==> src/rtl/mul_share_arbiter_pkg.sv <==
// Shared definitions for the multiplier-sharing arbiter: state encodings,
// datapath widths and small helper functions.
package mul_share_arbiter_pkg;

  localparam int OPERAND_W = 32;
  localparam int PRODUCT_W = 64;
  localparam int MAX_REQ   = 4;
  localparam int IDX_W     = 2;

  typedef enum logic [2:0] {
    ST_IDLE   = 3'd0,
    ST_LAUNCH = 3'd1,
    ST_SETTLE = 3'd2,
    ST_BUSY   = 3'd3,
    ST_RESP   = 3'd4
  } state_e;

  // Round-robin pointer successor: w+1 wrapped at num_req.
  function automatic logic [IDX_W-1:0] ptr_after(input logic [IDX_W-1:0] w,
                                                 input int num_req);
    logic [IDX_W:0] n;
    n = {1'b0, w} + 3'd1;
    if (n >= 3'(num_req)) begin
      ptr_after = 2'd0;
    end else begin
      ptr_after = n[IDX_W-1:0];
    end
  endfunction

  // A product is trivially zero when either operand is zero.
  function automatic logic is_zero_pair(input logic [OPERAND_W-1:0] a,
                                        input logic [OPERAND_W-1:0] b);
    is_zero_pair = (a == 32'd0) || (b == 32'd0);
  endfunction

endpackage

==> src/rtl/mul_share_arbiter_picker.sv <==
// Combinational round-robin picker: first asserted request at or after ptr,
// searching in wrap-around order. Reusable by other shared units.
module mul_share_arbiter_picker
  import mul_share_arbiter_pkg::*;
#(
  parameter int NUM_REQ = 2
) (
  input  logic [NUM_REQ-1:0] req,
  input  logic [IDX_W-1:0]   ptr,
  output logic [NUM_REQ-1:0] grant,
  output logic [IDX_W-1:0]   idx,
  output logic               any
);

  logic [MAX_REQ-1:0] req_pad_s;
  logic [MAX_REQ-1:0] grant_pad_s;
  logic [IDX_W:0]     cand_s;
  logic               found_s;

  // Scan candidates ptr, ptr+1, ... (mod NUM_REQ) and keep the first hit.
  always_comb begin
    req_pad_s                = 4'd0;
    req_pad_s[NUM_REQ-1:0]   = req;
    grant_pad_s              = 4'd0;
    idx                      = 2'd0;
    found_s                  = 1'b0;
    cand_s                   = 3'd0;
    for (int k = 0; k < MAX_REQ; k++) begin
      if (k < NUM_REQ) begin
        cand_s = {1'b0, ptr} + 3'(k);
        if (cand_s >= 3'(NUM_REQ)) begin
          cand_s = cand_s - 3'(NUM_REQ);
        end else begin
          cand_s = cand_s;
        end
        if (!found_s && req_pad_s[cand_s[IDX_W-1:0]]) begin
          found_s                          = 1'b1;
          grant_pad_s[cand_s[IDX_W-1:0]]   = 1'b1;
          idx                              = cand_s[IDX_W-1:0];
        end else begin
          found_s = found_s;
        end
      end else begin
        found_s = found_s;
      end
    end
    grant = grant_pad_s[NUM_REQ-1:0];
    any   = found_s;
  end

endmodule

==> src/rtl/mul_share_arbiter.sv <==
// Shares one iterative 32x32 multiplier among NUM_REQ requesters: round-robin
// grant, operand latching, start pulse, completion wait and result return.
module mul_share_arbiter
  import mul_share_arbiter_pkg::*;
#(
  parameter int NUM_REQ = 2
) (
  input  logic                           clk,
  input  logic                           rst,
  input  logic [NUM_REQ-1:0]             req_valid,
  input  logic [NUM_REQ*OPERAND_W-1:0]   req_a,
  input  logic [NUM_REQ*OPERAND_W-1:0]   req_b,
  output logic [NUM_REQ-1:0]             req_ready,
  output logic [NUM_REQ-1:0]             rsp_valid,
  output logic [PRODUCT_W-1:0]           rsp_p,
  input  logic [NUM_REQ-1:0]             rsp_ready,
  output logic [OPERAND_W-1:0]           mul_a,
  output logic [OPERAND_W-1:0]           mul_b,
  output logic                           mul_start,
  input  logic                           mul_finish,
  input  logic [PRODUCT_W-1:0]           mul_p,
  output logic [15:0]                    op_count
);

  state_e                 state_r, state_s;
  logic [IDX_W-1:0]       rr_ptr_r, owner_r, owner_next_s;
  logic [NUM_REQ-1:0]     req_ready_r, rsp_valid_r, rsp_onehot_s;
  logic [PRODUCT_W-1:0]   rsp_p_r;
  logic [OPERAND_W-1:0]   mul_a_r, mul_b_r, a_sel_s, b_sel_s;
  logic                   mul_start_r;
  logic [15:0]            op_count_r;
  logic [NUM_REQ-1:0]     pick_grant_s;
  logic [IDX_W-1:0]       pick_idx_s;
  logic                   pick_any_s;
  logic                   do_grant_s, zero_s, owner_ack_s;
  logic [MAX_REQ-1:0]     rsp_ready_pad_s;

  mul_share_arbiter_picker #(.NUM_REQ(NUM_REQ)) u_picker (
    .req   (req_valid),
    .ptr   (rr_ptr_r),
    .grant (pick_grant_s),
    .idx   (pick_idx_s),
    .any   (pick_any_s)
  );

  // Select the winner's operands and resolve the owner's response handshake.
  always_comb begin
    a_sel_s         = 32'd0;
    b_sel_s         = 32'd0;
    for (int i = 0; i < NUM_REQ; i++) begin
      if (pick_grant_s[i]) begin
        a_sel_s = req_a[i*OPERAND_W +: OPERAND_W];
        b_sel_s = req_b[i*OPERAND_W +: OPERAND_W];
      end else begin
        a_sel_s = a_sel_s;
      end
    end
    zero_s                   = is_zero_pair(a_sel_s, b_sel_s);
    rsp_ready_pad_s          = 4'd0;
    rsp_ready_pad_s[NUM_REQ-1:0] = rsp_ready;
    owner_ack_s              = rsp_ready_pad_s[owner_r];
  end

  // Next-state logic; grants are held off until the multiplier reports halt.
  always_comb begin
    state_s    = state_r;
    do_grant_s = 1'b0;
    case (state_r)
      ST_IDLE: begin
        if (pick_any_s && mul_finish) begin
          do_grant_s = 1'b1;
          if (zero_s) begin
            state_s = ST_RESP;
          end else begin
            state_s = ST_LAUNCH;
          end
        end else begin
          state_s = ST_IDLE;
        end
      end
      ST_LAUNCH: state_s = ST_SETTLE;
      ST_SETTLE: state_s = ST_BUSY;
      ST_BUSY: begin
        if (mul_finish) begin
          state_s = ST_RESP;
        end else begin
          state_s = ST_BUSY;
        end
      end
      ST_RESP: begin
        if (owner_ack_s) begin
          state_s = ST_IDLE;
        end else begin
          state_s = ST_RESP;
        end
      end
      default: state_s = ST_IDLE;
    endcase
  end

  // One-hot response vector for whichever requester owns the next cycle.
  always_comb begin
    owner_next_s = do_grant_s ? pick_idx_s : owner_r;
    rsp_onehot_s = {NUM_REQ{1'b0}};
    for (int i = 0; i < NUM_REQ; i++) begin
      if (owner_next_s == 2'(i)) begin
        rsp_onehot_s[i] = 1'b1;
      end else begin
        rsp_onehot_s[i] = 1'b0;
      end
    end
  end

  // Control registers: state, pointer, owner and the registered pulses.
  always_ff @(posedge clk or negedge rst) begin
    if (!rst) begin
      state_r     <= ST_IDLE;
      rr_ptr_r    <= 2'd0;
      owner_r     <= 2'd0;
      req_ready_r <= {NUM_REQ{1'b0}};
      rsp_valid_r <= {NUM_REQ{1'b0}};
      mul_start_r <= 1'b0;
    end else begin
      state_r     <= state_s;
      mul_start_r <= (state_s == ST_LAUNCH);
      req_ready_r <= do_grant_s ? pick_grant_s : {NUM_REQ{1'b0}};
      rsp_valid_r <= (state_s == ST_RESP) ? rsp_onehot_s : {NUM_REQ{1'b0}};
      if (do_grant_s) begin
        owner_r  <= pick_idx_s;
        rr_ptr_r <= ptr_after(pick_idx_s, NUM_REQ);
      end
    end
  end

  // Operand and result registers; operands move only on a grant.
  always_ff @(posedge clk or negedge rst) begin
    if (!rst) begin
      mul_a_r <= 32'd0;
      mul_b_r <= 32'd0;
      rsp_p_r <= 64'd0;
    end else if (do_grant_s) begin
      mul_a_r <= a_sel_s;
      mul_b_r <= b_sel_s;
      if (zero_s) begin
        rsp_p_r <= 64'd0;
      end
    end else if ((state_r == ST_BUSY) && mul_finish) begin
      rsp_p_r <= mul_p;
    end
  end

  // Completed-transaction counter, wraps silently.
  always_ff @(posedge clk or negedge rst) begin
    if (!rst) begin
      op_count_r <= 16'd0;
    end else if ((state_r == ST_RESP) && owner_ack_s) begin
      op_count_r <= op_count_r + 16'd1;
    end
  end

  assign req_ready = req_ready_r;
  assign rsp_valid = rsp_valid_r;
  assign rsp_p     = rsp_p_r;
  assign mul_a     = mul_a_r;
  assign mul_b     = mul_b_r;
  assign mul_start = mul_start_r;
  assign op_count  = op_count_r;

endmodule

==> config.mk <==
export PLATFORM = sky130hd
export DESIGN_NAME = mul_share_arbiter
export DESIGN_NICKNAME = d
export VERILOG_FILES = /design/src/rtl/mul_share_arbiter_pkg.sv /design/src/rtl/mul_share_arbiter_picker.sv /design/src/rtl/mul_share_arbiter.sv
export SDC_FILE = /design/constraint.sdc
export NUM_CORES = 1
export LEC_CHECK = 0
export ABC_AREA = 0
export BUFFER_PORTS_ARGS = -buffer_cell sky130_fd_sc_hd__buf_4
export CAP_MARGIN = 20
export CORE_AREA = 2 2 133 135
export CTS_CLUSTER_SIZE = 12
export DETAILED_ROUTE_END_ITERATION = 7
export DIE_AREA = 0 0 135 137
export PLACE_DENSITY_LB_ADDON = 0.3
export SLEW_MARGIN = 20
export SYNTH_ARGS = -nofsm -noshare
export SYNTH_HDL_FRONTEND = slang
export SYNTH_HIERARCHICAL = 1
export SYNTH_SLANG_ARGS = --single-unit
==> constraint.sdc <==
create_clock -name clk -period 4.4 [get_ports clk]
set_input_delay 0.44 -clock clk [delete_from_list [all_inputs] [get_ports clk]]
set_output_delay 0.44 -clock clk [all_outputs]
set_load 0.03 [all_outputs]
* After elaboration in Yosys (flattened, before gate mapping) *
Index checks and enable logic that the tools add are counted.

word-level totals
  bits in registers = 156
  input port bits = 199

cells by class
  add/sub/neg operators = 5
  order comparisons = 8
  equal/unequal tests = 8
  muxes and demuxes = 38
  bitwise gates (word level) = 1
  reduce and logical (&&, ||, !) cells = 14

operators by type and width
  operator                                                                             count
  64-bit two-way mux                                                                   3
  32-bit two-way mux                                                                   4
  32-bit logical NOT                                                                   2
  2-bit two-way mux                                                                    10
  16-bit by 1-bit adder with 16-bit output, second input constant                      1
  3-bit case mux with 5 select lines                                                   1
  3-bit two-way mux                                                                    4
  1-bit two-way mux                                                                    11
  2-bit by 3-bit less-than comparator with 1-bit output, second input constant         3
  2-bit by 1-bit adder with 3-bit output, second input constant                        2
  1-bit binary-select mux with 2-bit select                                            3
  3-bit by 1-bit equality test with 1-bit output, second input constant                2
  3-bit by 2-bit equality test with 1-bit output, second input constant                2
  3-bit equality test, second input constant                                           2
  3-bit by 2-bit greater-or-equal comparator with 1-bit output, second input constant  2
  1-bit logical AND                                                                    6
  1-bit demux with 2-bit select                                                        2
  2-bit by 1-bit greater-or-equal comparator with 1-bit output, second input constant  2
  2-bit subtractor, second input constant                                              2
  3-bit logical NOT                                                                    1
  2-bit by 1-bit equality test with 1-bit output, second input constant                1
  2-bit greater-or-equal comparator, second input constant                             1
  2-bit logical NOT                                                                    1
  2-bit by 1-bit != test with 1-bit output, second input constant                      1
  other kinds (5)                                                                      5

* Longest topological paths before layout *
  depth in word-level cells = 18
  mapped depth = 9

* By module *
Netlist, hierarchy kept.

modules (own cells, without submodules)
  module                    times used  cells each  area an instance (µm²)
  mul_share_arbiter         1           659         7016.7
  mul_share_arbiter_picker  1           9           56.3

* Worst setup path before layout *
OpenSTA, ideal clock, no wires.

  path kind = input-to-reg
  from = input req_valid[1]
  to = register rsp_p_r[30] (netlist: rsp_p[30])
  library setup time = 77 ps
  data arrival time = 1734 ps
  data required time = 4323 ps
  path slack = 2589 ps
  cell stages on the path = 9
  path through = o21ai_1 and2_1 nor2b_1 buf_2 o21ai_1 a22o_1 buf_2 buf_2 a21oi_1

between the ends
  cells in the longest elaborated chain, start to end = 12
  elaborated cells between the ends (all ways) = 25

RTL lines
  what                                                           line                            text
  start: declaration                                             mul_share_arbiter.sv:10         input logic [NUM_REQ-1:0] req_valid,
  1-bit binary-select mux with 2-bit select                      mul_share_arbiter_picker.sv:36  if (!found_s && req_pad_s[cand_s[IDX_W-1:0]]) begin
  1-bit two-way mux (not written as such)                        mul_share_arbiter_picker.sv:36
  1-bit two-way mux                                              mul_share_arbiter_picker.sv:36
  1-bit logical NOT                                              mul_share_arbiter_picker.sv:36
  1-bit logical AND                                              mul_share_arbiter_picker.sv:36
  2-bit two-way mux (*)                                          mul_share_arbiter_picker.sv:36
  named net pick_grant_s[0]                                      mul_share_arbiter.sv:32         logic [NUM_REQ-1:0] pick_grant_s;
  32-bit two-way mux (2 in a row)                                mul_share_arbiter.sv:51         if (pick_grant_s[i]) begin
  32-bit logical NOT                                             mul_share_arbiter_pkg.sv:33     is_zero_pair = (a == 32'd0) || (b == 32'd0);
  1-bit logical OR (*)                                           mul_share_arbiter_pkg.sv:33
  2-bit by 1-bit != test with 1-bit output (no source line) (*)  n/a
  2-bit AND reduction (no source line) (*)                       n/a
  end signal: assignment                                         mul_share_arbiter.sv:148        rsp_p_r <= mul_p;
  end: declaration                                               mul_share_arbiter.sv:28         logic [PRODUCT_W-1:0] rsp_p_r;

The timed path passes the listed nets; every way through them passes the cells marked *. The select of a mux whose other input is x is not followed.
A chain may end at the register's enable or synchronous reset.

* Final worst setup path *
  from = register rr_ptr_r[1]
  to = register rsp_p_r[33] (netlist: rsp_p[33])

between the ends
  cells in the longest elaborated chain, start to end = 15
  elaborated cells between the ends (all ways) = 42

RTL lines
  what                                                                                                       line                            text
  start: declaration                                                                                         mul_share_arbiter.sv:26         logic [IDX_W-1:0] rr_ptr_r, owner_r, owner_next_s;
  start signal: assignment                                                                                   mul_share_arbiter.sv:130        rr_ptr_r <= ptr_after(pick_idx_s, NUM_REQ);
  2-bit by 1-bit adder with 3-bit output, or another cell as far along                                       mul_share_arbiter_picker.sv:30  cand_s = {1'b0, ptr} + 3'(k);
  3-bit by 2-bit greater-or-equal comparator with 1-bit output, or another cell as far along                 mul_share_arbiter_picker.sv:31  if (cand_s >= 3'(NUM_REQ)) begin
  2-bit two-way mux, or another cell as far along                                                            mul_share_arbiter_picker.sv:31
  2-bit by 3-bit less-than comparator with 1-bit output (not written as such), or another cell as far along  mul_share_arbiter_picker.sv:38  grant_pad_s[cand_s[IDX_W-1:0]] = 1'b1;
  1-bit logical AND (not written as such) or 1-bit two-way mux (tied branches)                               mul_share_arbiter_picker.sv:38
  1-bit two-way mux (not written as such) or 1-bit demux with 2-bit select (tied branches)                   n/a
  1-bit demux with 2-bit select or 2-bit two-way mux (tied branches)                                         n/a
  2-bit OR (no source line)                                                                                  n/a
  2-bit two-way mux (*)                                                                                      mul_share_arbiter_picker.sv:36
  named net pick_grant_s[0]                                                                                  mul_share_arbiter.sv:32
  32-bit two-way mux (2 in a row)                                                                            mul_share_arbiter.sv:51
  32-bit logical NOT                                                                                         mul_share_arbiter_pkg.sv:33
  1-bit logical OR (*)                                                                                       mul_share_arbiter_pkg.sv:33
  2-bit by 1-bit != test with 1-bit output (no source line) (*)                                              n/a
  2-bit AND reduction (no source line) (*)                                                                   n/a

Marked as above.

==> summary.md <==
| Metric | Value |
|---|---|
| GP Congestion | `0.842` |
| Core box area | `17100 um^2` |
| Leak | `5.33 nW` |
| Final slew viol count | `0` |
| Hold_buf cts | `0` |
| Post-synth net total | `870` |
| Power Total | `7.81 mW` |
| Via/cell ratio | `5.38` |
| Post-CTS sizing | `0` |
| Mapped Cells | `668` |
| Max-cap violation count | `0` |
| R2R Path Start | `rr_ptr_r[1]$_DFFE_PN0P_` |
| Largest vdd supply drop | `0.000387 V` |
| FMAX | `355 MHz` |
| Mux cell area share after synthesis | `9.36%` |
| Worst Tran Pin Value | `987 ps` |
| Worst path arrival time | `3150 ps` |
| Hold Worst Slack | `46.7 ps` |
| Area growth syn-to-layout | `47.1%` |
| Yosys warnings | `6` |
| Starting Density | `41.5%` |
| Number of H-tree levels | `4` |
| Simple-gate share of the synthesized area | `15.1%` |
| Num CTS Buffers | `17` |
| Ant. Diodes | `0` |
| Startpoint types | `register` |
| RSZ-0062 raised after global routing | `false` |
| Tightest Hold Check Type | `input pin to async pin` |
| Fin Clk Skew | `11.0 ps` |
| First-pass detailed-route iteration total | `5` |
| Post-route antenna net violation count | `0` |
| Post-Synth XOR/XNOR Area | `1.86%` |
| CTS tree | `built` |
| Vias in the first global route | `6504` |
| Fin. Hold Viols | `0` |
| Largest family of logic cells by synthesized area | `simple AND/OR/NAND/NOR gates` |
| Pin count of the biggest net entering global routing | `91` |
| Worst Setup SP | `rr_ptr_r[1]$_DFFE_PN0P_` |
| CTS max path bufs | `2` |
| Total negative slack | `0 ps` |
| Die Area | `18500 um^2` |
| WL/cell | `18.0 um` |
| First-pass GRT wire length | `33600 um` |
| Die height | `137 um` |
| Mean Syn Cell Area | `10.6 um^2` |
| Power Density | `751 nW/um^2` |
| Maximum fanout along the worst path | `44` |
| DRC viols | `0` |
| DR vias | `6615` |
| Clock Pin Slew Worst Setup and Hold Paths | `70 ps` |
| Min Tclk post-route | `2810 ps` |
| Fin cells | `1230` |
| Clk root buf | `clkbuf_16` |
| Nets | `1194` |
| Rel. slew slack | `34.2%` |
| # setup viols final | `0` |
| Period utilization | `63.9%` |
| Status | `finished clean` |
| Post-Syn Area | `7070 um^2` |
| Clock sink count | `156` |
| Cell row count | `48` |
| Share of cells above drive strength 1 | `39.9%` |
| Drt initial violations | `328` |
| DIE WIDTH | `135 um` |
| Antenna violations before repair | `0` |
| Final setup margin | `1590 ps` |
| GRT Overall Usage | `23.4%` |
| Sequential share of the synthesized area | `55.2%` |
| Later-pin clock latency in the skew report | `420 ps` |
| WP data required | `4740 ps` |
| Setup bufs post-CTS | `0` |
| Total grt overflow | `0` |
| Hpwl dp | `16400 um` |
| Adder-cell share of the synthesized area | `0.531%` |
| Synth Register Bits | `156` |
| Setup crit end kind | `register` |
| Post-Place Cells | `1198` |
| Post-place setup slack | `1420 ps` |
| Synth Area in Compound Gates | `14.3%` |
| I/O pins | `348` |
| Critical path class | `register to register` |
| Unique cell type count in the Yosys netlist | `42` |
| PortBufs | `347` |
| Final WL | `22100 um` |
==> sequential cells by signal, summed over array words and instances, names as in the netlist, 2 cells and up <==
name,count
mul_a,32
mul_b,32
req_ready,2
state_r,3
rsp_valid,2
owner_r,2
rsp_p,64
op_count,16
rr_ptr_r,2
==> placed cells by master (no fill, tap or decap), drive strengths merged, types with 3 or more instances in the layout <==
master	n
nor4	33
and2	4
nor2	131
nand3	4
xnor2	9
clkbuf	20
ha	3
buf	356
dfrtp	156
nor3	3
a221oi	63
a21oi	65
nand4	16
inv	11
clkinvlp	3
nand2	20
mux2i	65
xor2	6
o21ai	13
and3	4
==> synth_stat cells <==
cell / n / area share (%)
a221oi_1: 63 / 7.8
mux2_2: 1 / 0.16
nor4b_2: 1 / 0.21
o31ai_1: 1 / 0.11
mux2i_1: 65 / 9.2
xnor2_1: 9 / 1.1
conb_1: 1 / 0.053
a31oi_1: 1 / 0.089
nand4_1: 15 / 1.3
nor3_4: 1 / 0.23
a22o_1: 1 / 0.12
and2_1: 4 / 0.35
nand2b_1: 1 / 0.089
o21bai_1: 1 / 0.11
and3b_1: 1 / 0.12
nor2_1: 131 / 7.0
or3b_1: 1 / 0.12
buf_1: 1 / 0.053
nand2_1: 20 / 1.1
buf_2: 25 / 1.8
xor2_1: 6 / 0.74
inv_1: 5 / 0.27
and2b_2: 1 / 0.12
o21ai_1: 3 / 0.21
nand3_1: 4 / 0.28
nor3_2: 2 / 0.28
o21ai_0: 10 / 0.71
nand4_4: 1 / 0.30
a21o_1: 2 / 0.21
a21oi_1: 65 / 4.6
dfrtp_1: 156 / 55
nor4_4: 1 / 0.30
a21boi_2: 1 / 0.16
nor4_1: 32 / 2.8
a21boi_1: 1 / 0.11
nor2b_1: 1 / 0.089
and3_4: 1 / 0.16
ha_1: 3 / 0.53
buf_4: 3 / 0.32
clkbuf_1: 22 / 1.2
and3_1: 3 / 0.27
a22oi_1: 1 / 0.11
==> kinds of logic (layout without fill, tap and decap cells) <==
group | count (synthesis) | after routing
compound gates | 150 | 150
buf+inv | 56 | 393
flops | 156 | 156
fa+ha+maj | 3 | 3
xor+xnor | 15 | 15
mux | 66 | 66
other cells | 1 | 1
simple gates | 221 | 221
==> cell type report <==
class / instances / area (um^2)
Tap cell: 225 / 282
Inverter: 5 / 18.8
Clock inverter: 12 / 128
Sequential cell: 156 / 3900
Fill cell: 1493 / 6650
Timing Repair Buffer: 356 / 2680
Multi-Input combinational cell: 456 / 2950
Clock buffer: 20 / 447
==> metal layers <==
layer | up-vias | track usage, % | part of all wire [%] | wire length, um
li1 | 3103 | - | - | -
met1 | 3178 | 27.6 | 39 | 8590
met2 | 296 | 39.6 | 50 | 11000
met3 | 38 | 8.41 | 9.2 | 2020
met4 | 0 | 8.62 | 2.4 | 525
met5 | - | 0 | 0 | 0
==> final timing paths <==
path                                            endpoint  slack [ps]  cells past startpoint
worst max-delay path               rsp_p[33]$_DFFE_PN0P_        1590                      7
worst min-delay path             op_count[9]$_DFFE_PN0P_          50                      1
worst max register to register     rsp_p[33]$_DFFE_PN0P_        1590                      7
worst min register to register  op_count[15]$_DFFE_PN0P_         480                      1
max in group asynchronous          rsp_p[62]$_DFFE_PN0P_        3360                      2
min in group clk                    state_r[1]$_DFF_PN0_         260                      2
==> report_power, final <==
group / internal [mW] / switching, mW / total, mW
logic: 1.45 / 2.45 / 3.89
clock network: 0.811 / 0.617 / 1.43
registers: 2.09 / 0.394 / 2.49
total: 4.35 / 3.46 / 7.81
==> per-stage QoR <==
step           area [um^2]  util [%]
3_5_place_dp          9830      57.6
3_3_place_gp          9830      57.6
6_report             10400      61.0
5_1_grt              10400      61.0
4_1_cts              10400      61.0
2_1_floorplan         7070         -
==> critical path, cell delays in order, from the launching register on <==
cell	delay [ps]
dfrtp_1	390
o21ai_1	130
and2_1	190
nor2b_4	680
o21ai_0	280
a22o_2	480
buf_4	350
a21oi_1	200
Power figures use the tool's default switching activity.
